**src/rtl/secuenciador_bus_rtc.sv**
```systemverilog
// -----------------------------------------------------------------------------
// secuenciador_bus_rtc
//
// Drives every access on the RTC chip's multiplexed Intel-mode address/data
// bus and arbitrates that bus between PicoBlaze writes, PicoBlaze reads and a
// periodic auto-refresh scan of the time registers.
//
// Each transaction is an address cycle (address latched with a wr_n strobe)
// followed by a data cycle (wr_n for writes, rd_n for reads). Every bus phase
// lasts PHASE_CYCLES clocks. A one-cycle DONE state ends the transaction and
// raises listo plus listo_lee or listo_escribe.
//
// Ports:
//   clk, rst                clock, synchronous active-low reset
//   pb_escribe, pb_lee      one-cycle request pulses from PicoBlaze
//   pb_dir, pb_dato         register address / write data for the requests
//   ad_in                   bus data from the pad
//   ad_out, ad_oe, ad_sel   bus data to the pad, pad enable, address phase
//   cs_n, rd_n, wr_n        active-low chip select / read / write strobes
//   dato_leido, dir_leida   data and address of the last completed read
//   listo*                  one-cycle completion strobes
//   ocupado                 transaction in progress
//   refresco_activo         refresh scan in progress
//
// Handshake: requests are fire-and-forget pulses. Each pulse sets a pending
// flag and overwrites that flag's operands (latest wins); completion is
// reported only through the listo* strobes.
// -----------------------------------------------------------------------------
module secuenciador_bus_rtc #(
    parameter int         PHASE_CYCLES   = 10,
    parameter int         REFRESH_PERIOD = 50000,
    parameter logic [7:0] REFRESH_BASE   = 8'h21,
    parameter int         REFRESH_COUNT  = 6
) (
    input  logic       clk,
    input  logic       rst,
    input  logic       pb_escribe,
    input  logic       pb_lee,
    input  logic [7:0] pb_dir,
    input  logic [7:0] pb_dato,
    input  logic [7:0] ad_in,
    output logic [7:0] ad_out,
    output logic       ad_oe,
    output logic       ad_sel,
    output logic       cs_n,
    output logic       rd_n,
    output logic       wr_n,
    output logic [7:0] dato_leido,
    output logic [7:0] dir_leida,
    output logic       listo,
    output logic       listo_lee,
    output logic       listo_escribe,
    output logic       ocupado,
    output logic       refresco_activo
);

    localparam int PH_W = (PHASE_CYCLES > 1) ? $clog2(PHASE_CYCLES) : 1;
    localparam int RF_W = $clog2(REFRESH_PERIOD);

    localparam logic [PH_W-1:0] PH_LAST   = PH_W'(PHASE_CYCLES - 1);
    localparam logic [RF_W-1:0] RF_LAST   = RF_W'(REFRESH_PERIOD - 1);
    localparam logic [7:0]      SCAN_LAST = 8'(REFRESH_COUNT - 1);

    // Encoding is sequential so each phase simply advances to state + 1.
    localparam logic [2:0] S_IDLE      = 3'd0;
    localparam logic [2:0] S_ADDR_SET  = 3'd1;
    localparam logic [2:0] S_ADDR_STB  = 3'd2;
    localparam logic [2:0] S_ADDR_HOLD = 3'd3;
    localparam logic [2:0] S_DATA_SET  = 3'd4;
    localparam logic [2:0] S_DATA_STB  = 3'd5;
    localparam logic [2:0] S_DATA_HOLD = 3'd6;
    localparam logic [2:0] S_DONE      = 3'd7;

    localparam logic [1:0] OP_WR = 2'd0;
    localparam logic [1:0] OP_RD = 2'd1;
    localparam logic [1:0] OP_RF = 2'd2;

    logic [2:0]      state_q, state_d;
    logic [PH_W-1:0] phase_q, phase_d;
    logic [1:0]      op_q, op_d;
    logic [7:0]      cur_dir_q, cur_dir_d;
    logic [7:0]      cur_dato_q, cur_dato_d;

    logic            pw_q, pw_d;
    logic            pr_q, pr_d;
    logic            rf_q, rf_d;
    logic [7:0]      pw_dir_q, pw_dir_d;
    logic [7:0]      pw_dato_q, pw_dato_d;
    logic [7:0]      pr_dir_q, pr_dir_d;

    logic [RF_W-1:0] rf_cnt_q, rf_cnt_d;
    logic [7:0]      scan_idx_q, scan_idx_d;
    logic            scan_act_q, scan_act_d;

    logic [7:0]      dato_leido_q, dato_leido_d;
    logic [7:0]      dir_leida_q, dir_leida_d;

    logic            in_addr, in_data, is_wr;
    logic            done_wr, done_rd, done_rf;

    assign is_wr   = (op_q == OP_WR);
    assign done_wr = (state_q == S_DONE) && (op_q == OP_WR);
    assign done_rd = (state_q == S_DONE) && (op_q == OP_RD);
    assign done_rf = (state_q == S_DONE) && (op_q == OP_RF);

    always_comb begin
        state_d      = state_q;
        phase_d      = phase_q;
        op_d         = op_q;
        cur_dir_d    = cur_dir_q;
        cur_dato_d   = cur_dato_q;
        dato_leido_d = dato_leido_q;
        dir_leida_d  = dir_leida_q;
        scan_idx_d   = scan_idx_q;
        scan_act_d   = scan_act_q;

        // Operands: a pulse this cycle wins over the held value.
        pw_dir_d  = pb_escribe ? pb_dir  : pw_dir_q;
        pw_dato_d = pb_escribe ? pb_dato : pw_dato_q;
        pr_dir_d  = pb_lee     ? pb_dir  : pr_dir_q;

        // The served flag is cleared in DONE; a same-cycle pulse re-arms it.
        pw_d = pw_q;
        if (done_wr)    pw_d = 1'b0;
        if (pb_escribe) pw_d = 1'b1;

        pr_d = pr_q;
        if (done_rd) pr_d = 1'b0;
        if (pb_lee)  pr_d = 1'b1;

        // Free-running refresh timer; rf stays set for the whole scan so each
        // scan read is re-arbitrated and PicoBlaze can slip in between.
        rf_cnt_d = (rf_cnt_q == RF_LAST) ? '0 : rf_cnt_q + RF_W'(1);
        rf_d     = rf_q;
        if (done_rf) begin
            if (scan_idx_q == SCAN_LAST) begin
                rf_d       = 1'b0;
                scan_act_d = 1'b0;
                scan_idx_d = 8'd0;
            end else begin
                scan_idx_d = scan_idx_q + 8'd1;
            end
        end
        if ((rf_cnt_q == RF_LAST) && !scan_act_q) rf_d = 1'b1;

        case (state_q)
            S_IDLE: begin
                phase_d = '0;
                if (pw_q || pb_escribe) begin
                    op_d       = OP_WR;
                    cur_dir_d  = pw_dir_d;
                    cur_dato_d = pw_dato_d;
                    state_d    = S_ADDR_SET;
                end else if (pr_q || pb_lee) begin
                    op_d      = OP_RD;
                    cur_dir_d = pr_dir_d;
                    state_d   = S_ADDR_SET;
                end else if (rf_q) begin
                    op_d       = OP_RF;
                    cur_dir_d  = REFRESH_BASE + scan_idx_q;
                    scan_act_d = 1'b1;
                    state_d    = S_ADDR_SET;
                end
            end
            S_DONE: begin
                state_d = S_IDLE;
            end
            default: begin
                if (phase_q == PH_LAST) begin
                    phase_d = '0;
                    state_d = state_q + 3'd1;
                    // Read data is captured on the last edge of the rd_n strobe.
                    if ((state_q == S_DATA_STB) && !is_wr) begin
                        dato_leido_d = ad_in;
                        dir_leida_d  = cur_dir_q;
                    end
                end else begin
                    phase_d = phase_q + PH_W'(1);
                end
            end
        endcase
    end

    always_ff @(posedge clk) begin
        if (!rst) begin
            state_q      <= S_IDLE;
            phase_q      <= '0;
            op_q         <= OP_WR;
            cur_dir_q    <= 8'd0;
            cur_dato_q   <= 8'd0;
            pw_q         <= 1'b0;
            pr_q         <= 1'b0;
            rf_q         <= 1'b0;
            pw_dir_q     <= 8'd0;
            pw_dato_q    <= 8'd0;
            pr_dir_q     <= 8'd0;
            rf_cnt_q     <= '0;
            scan_idx_q   <= 8'd0;
            scan_act_q   <= 1'b0;
            dato_leido_q <= 8'd0;
            dir_leida_q  <= 8'd0;
        end else begin
            state_q      <= state_d;
            phase_q      <= phase_d;
            op_q         <= op_d;
            cur_dir_q    <= cur_dir_d;
            cur_dato_q   <= cur_dato_d;
            pw_q         <= pw_d;
            pr_q         <= pr_d;
            rf_q         <= rf_d;
            pw_dir_q     <= pw_dir_d;
            pw_dato_q    <= pw_dato_d;
            pr_dir_q     <= pr_dir_d;
            rf_cnt_q     <= rf_cnt_d;
            scan_idx_q   <= scan_idx_d;
            scan_act_q   <= scan_act_d;
            dato_leido_q <= dato_leido_d;
            dir_leida_q  <= dir_leida_d;
        end
    end

    // Bus pins decode straight from the registered state, so reset and
    // abort drop every strobe on the same edge the state returns to IDLE.
    assign in_addr = (state_q == S_ADDR_SET) || (state_q == S_ADDR_STB) ||
                     (state_q == S_ADDR_HOLD);
    assign in_data = (state_q == S_DATA_SET) || (state_q == S_DATA_STB) ||
                     (state_q == S_DATA_HOLD);

    assign cs_n   = !(in_addr || in_data);
    assign ad_sel = in_addr;
    assign ad_oe  = in_addr || (in_data && is_wr);
    assign ad_out = in_addr ? cur_dir_q :
                    (in_data && is_wr) ? cur_dato_q : 8'd0;
    assign wr_n   = !((state_q == S_ADDR_STB) || ((state_q == S_DATA_STB) && is_wr));
    assign rd_n   = !((state_q == S_DATA_STB) && !is_wr);

    assign listo           = (state_q == S_DONE);
    assign listo_lee       = (state_q == S_DONE) && !is_wr;
    assign listo_escribe   = done_wr;
    assign ocupado         = (state_q != S_IDLE);
    assign refresco_activo = scan_act_q;
    assign dato_leido      = dato_leido_q;
    assign dir_leida       = dir_leida_q;

endmodule

```
**config.mk**
```make
export PLATFORM = sky130hd
export DESIGN_NAME = secuenciador_bus_rtc
export DESIGN_NICKNAME = d
export VERILOG_FILES = /design/src/rtl/secuenciador_bus_rtc.sv
export SDC_FILE = /design/constraint.sdc
export NUM_CORES = 1
export LEC_CHECK = 0
export BUFFER_PORTS_ARGS = -buffer_cell sky130_fd_sc_hd__buf_4
export CAP_MARGIN = 20
export CORE_MARGIN = 2
export CORE_UTILIZATION = 60
export DETAILED_ROUTE_END_ITERATION = 12
export GPL_TIMING_DRIVEN = 0
export MAX_ROUTING_LAYER = met4
export PLACE_DENSITY_LB_ADDON = 0.25
export SETUP_SLACK_MARGIN = 0.3
export SLEW_MARGIN = 25
export SYNTH_ARGS = -nofsm -noshare
export SYNTH_HDL_FRONTEND = slang
export SYNTH_SLANG_ARGS = --single-unit
```
**constraint.sdc**
```tcl
create_clock -name clk -period 3 [get_ports clk]
set_clock_uncertainty 0.05 [all_clocks]
set_input_delay 0.6 -clock clk [delete_from_list [all_inputs] [get_ports clk]]
set_output_delay 0.6 -clock clk [all_outputs]
set_load 0.02 [all_outputs]
```
==> reports/results.ini <==
[min_path]
hold_class = in2reg
whs_endpoint = dato_leido[4]
hold_path.startpoint = ad_in[4]
min_delay_path_depth = 3

[routing]
viasPerCell = 5.79
drt_iter0_drc = 178
finalWirelength_um = 10000
firstDrtPassIters = 5
drc = 0
ant_nets = 0
drt-wirelength-per-cell_um = 16.3
dr_total_vias = 3558

[run_status]
status = complete, no violations

[final_layout]
nets = 569
final_core_util_pct = 73.3
final_common_cell = nor2_1
drive_gt1_share_pct = 18.9
layout_common_cells = nor2_1, dfxtp_1, buf_4
area_growth_pct = 19.5
layout.cells.non_filler = 615
design_area_mm2 = 0.00493
antenna_cells = 0
fill_cells = 491

[place]
place_inst = 597
gp_congestion = 0.943
dpl.hpwl_um = 7080
io_buffers = 61
dpl_cell_area_mm2 = 0.00468

[clock_network]
cts_tree = done
htreeDepth = 3
clk_pin_slew_ns = 0.09
cts_buffer_depth = 2
ctsHoldBuffers = 0
clock_latency_ns = 0.36
clock-sinks = 93
cts-buffers-inserted = 9
cts-root-buf = clkbuf_8

[logic_synthesis]
syn-cell-area_mm2 = 0.00412
yosysWarnings = 0
synth_cells = 456
yosys_most_used_dff = dfxtp_1
synth_edf_count = 0
synth-seq-cells = 93
yosys.cell_types.count = 51
synthArstFlopShare_pct = 0
avgSynthCellArea_um2 = 9.04
syn_nets = 495
ys_seq_area_share_pct = 45.2

[floorplanning]
core-area_mm2 = 0.00672
fp.dieH_um = 86.9
fp.dieW_um = 86.9
initial_core_util_pct = 61.3
io_pins = 62
row_count = 30
die_area_mm2 = 0.00755

[worst_setup_path]
startpoint_type = flop
r2r_end = scan_idx_q[5]
slowest_delay_ns = 0.41
worstSetupStartpoint = state_q[0]
cp_top_family = buffers and inverters
critPathBufInv = 3
ff2ff_path_depth = 8
crit_required_ns = 2.35
cp-end-kind = output pin
crit_arrival_ns = 1.94
r2r_setup_slack_ns = 0.71
crit_chain = inv_1 -> ha_1 -> nor2_2 -> o21bai_4 -> buf_6 -> mux2i_1 -> nor2_1 -> buf_4
crit_slowest_cell = dfxtp_1
path_class = reg2out
cp_max_fo = 5
timing.rr.start = state_q[0]

[sta]
worst_pin_slew_ns = 0.979
hold_viol = 0
slew_violations = 0
fin_crit_sh_pct = 86.4
setup-tns-final_ns = 0
timing.slew.headroom_pct = 34.1
setup_viol = 0
min_period_ns = 2.59
clock.fmax_mhz = 386
rsz0062_at_grt = true

[grt]
antenna_found_initial = 0
grt_max_degree = 16
grt_pass1_wl_um = 16500
grt_pass1_vias = 3511
gr-total-overflow = 0
grt_usage_pct = 28.8

[power_and_ir_drop]
power.leakage_nw = 2.17
vdd_drop_max_uv = 590
power_density_mw_per_mm2 = 642

[run]
max_cap_violations = 0

[worst register-to-register path, cell delays in order (launching register included)]
cell	delay (ns)
dfxtp_1	0.41
ha_2	0.24
ha_1	0.16
buf_2	0.20
nand2_1	0.08
nor2_1	0.37
nand2_1	0.27
nor3_1	0.24
o221a_2	0.22
[report_power, final]
part           leakage (nW)  internal (W)  switching [W]
Sequential            0.760       0.00134      0.0000823
Clock                0.0857      0.000324       0.000440
Combinational          1.32      0.000409       0.000562
Total                  2.17       0.00208        0.00108
[layout make-up]
class | instances | area [um^2] | share of cell area (%)
Multi-Input combinational cell | 326 | 2130 | 43.2
Sequential cell | 93 | 1860 | 37.8
Timing Repair Buffer | 63 | 485 | 9.86
Clock buffer | 11 | 141 | 2.87
Buffer | 26 | 133 | 2.69
Tap cell | 80 | 100 | 2.03
Inverter | 11 | 41.3 | 0.838
Clock inverter | 5 | 33.8 | 0.686
[routing by layer]
| metal | global-route usage, % | part of all wire, % | vias up |
|---|---|---|---|
| li1 | - | - | 1724 |
| met1 | 35.4 | 43 | 1677 |
| met2 | 46.9 | 49 | 126 |
| met3 | 5.31 | 5.5 | 31 |
| met4 | 11.2 | 2.8 | 0 |
| met5 | - | 0 | - |
[state kept, by name (all words and copies together), names as in the netlist, 2 cells and up]
signal      count
rf_cnt_q       16
op_q            2
state_q         3
cur_dato_q      8
pw_dato_q       8
pr_dir_q        8
pw_dir_q        8
phase_q         4
dato_leido      8
cur_dir_q       8
scan_idx_q      8
dir_leida       8
[worst max path at each step]
stage               endpoint  slack (ns)  cells after the start
3_5_place_dp       ad_out[5]        0.37                      6
4_1_cts            ad_out[2]        0.30                      7
6_report           ad_out[5]        0.41                      8
5_1_grt            ad_out[2]        0.28                      8
3_3_place_gp       ad_out[5]        0.45                      6
2_1_floorplan  listo_escribe        0.69                      4
[timing repair]
item / 4_1_cts / 5_1_grt
resized for setup: 5 / 8
setup endpoints to repair: 9 / 9
buffers inserted: 0 / 1
pin swaps: 0 / 0
gates cloned: 1 / 0
[per-stage QoR]
stage / worst slack [ns] / power (W) / hold WS (ns)
finish: 0.409 / 0.00316 / 0.415
detailed placement: 0.373 / 0.00230 / 0.396
floorplan: 0.689 / 0.00201 / 0.376
global placement: 0.452 / 0.00227 / 0.389
CTS: 0.301 / 0.00311 / 0.402
global route: 0.281 / 0.00332 / 0.417
[cell families after synthesis]
group                      share of synthesized area, %
and+or+nand+nor                                    19.5
adders and majority gates                          3.34
muxes                                              11.7
DFF                                                45.2
buffers and inverters                              4.07
xor gates and xnor gates                           4.68
AOI/OAI and AO/OA                                  11.6
[synthesized netlist by cell type (all sizes together) (2+ instances only)]
cell / count / area share [%]
nand3b: 4 / 0.73
nor4: 2 / 0.30
and4: 5 / 1.1
dfxtp: 93 / 45
ha: 11 / 3.3
a22oi: 6 / 1.1
inv: 11 / 1.0
nor3: 3 / 0.36
nor4bb: 2 / 0.49
o221ai: 4 / 0.85
nor2b: 5 / 0.94
nor2: 105 / 9.6
buf: 12 / 1.8
o32ai: 2 / 0.43
and3: 4 / 0.61
a21oi: 21 / 2.6
nor3b: 3 / 0.55
and2: 2 / 0.30
o21ai: 19 / 2.3
nand2: 16 / 1.5
mux2i: 48 / 12
a2bb2oi: 3 / 0.64
nand4: 6 / 0.91
nand3: 6 / 0.73
clkbuf: 14 / 1.3
a211oi: 9 / 1.6
or3: 3 / 0.46
xor2: 13 / 2.8
xnor2: 9 / 1.9
Note: power is estimated with default switching activity, not from simulation.
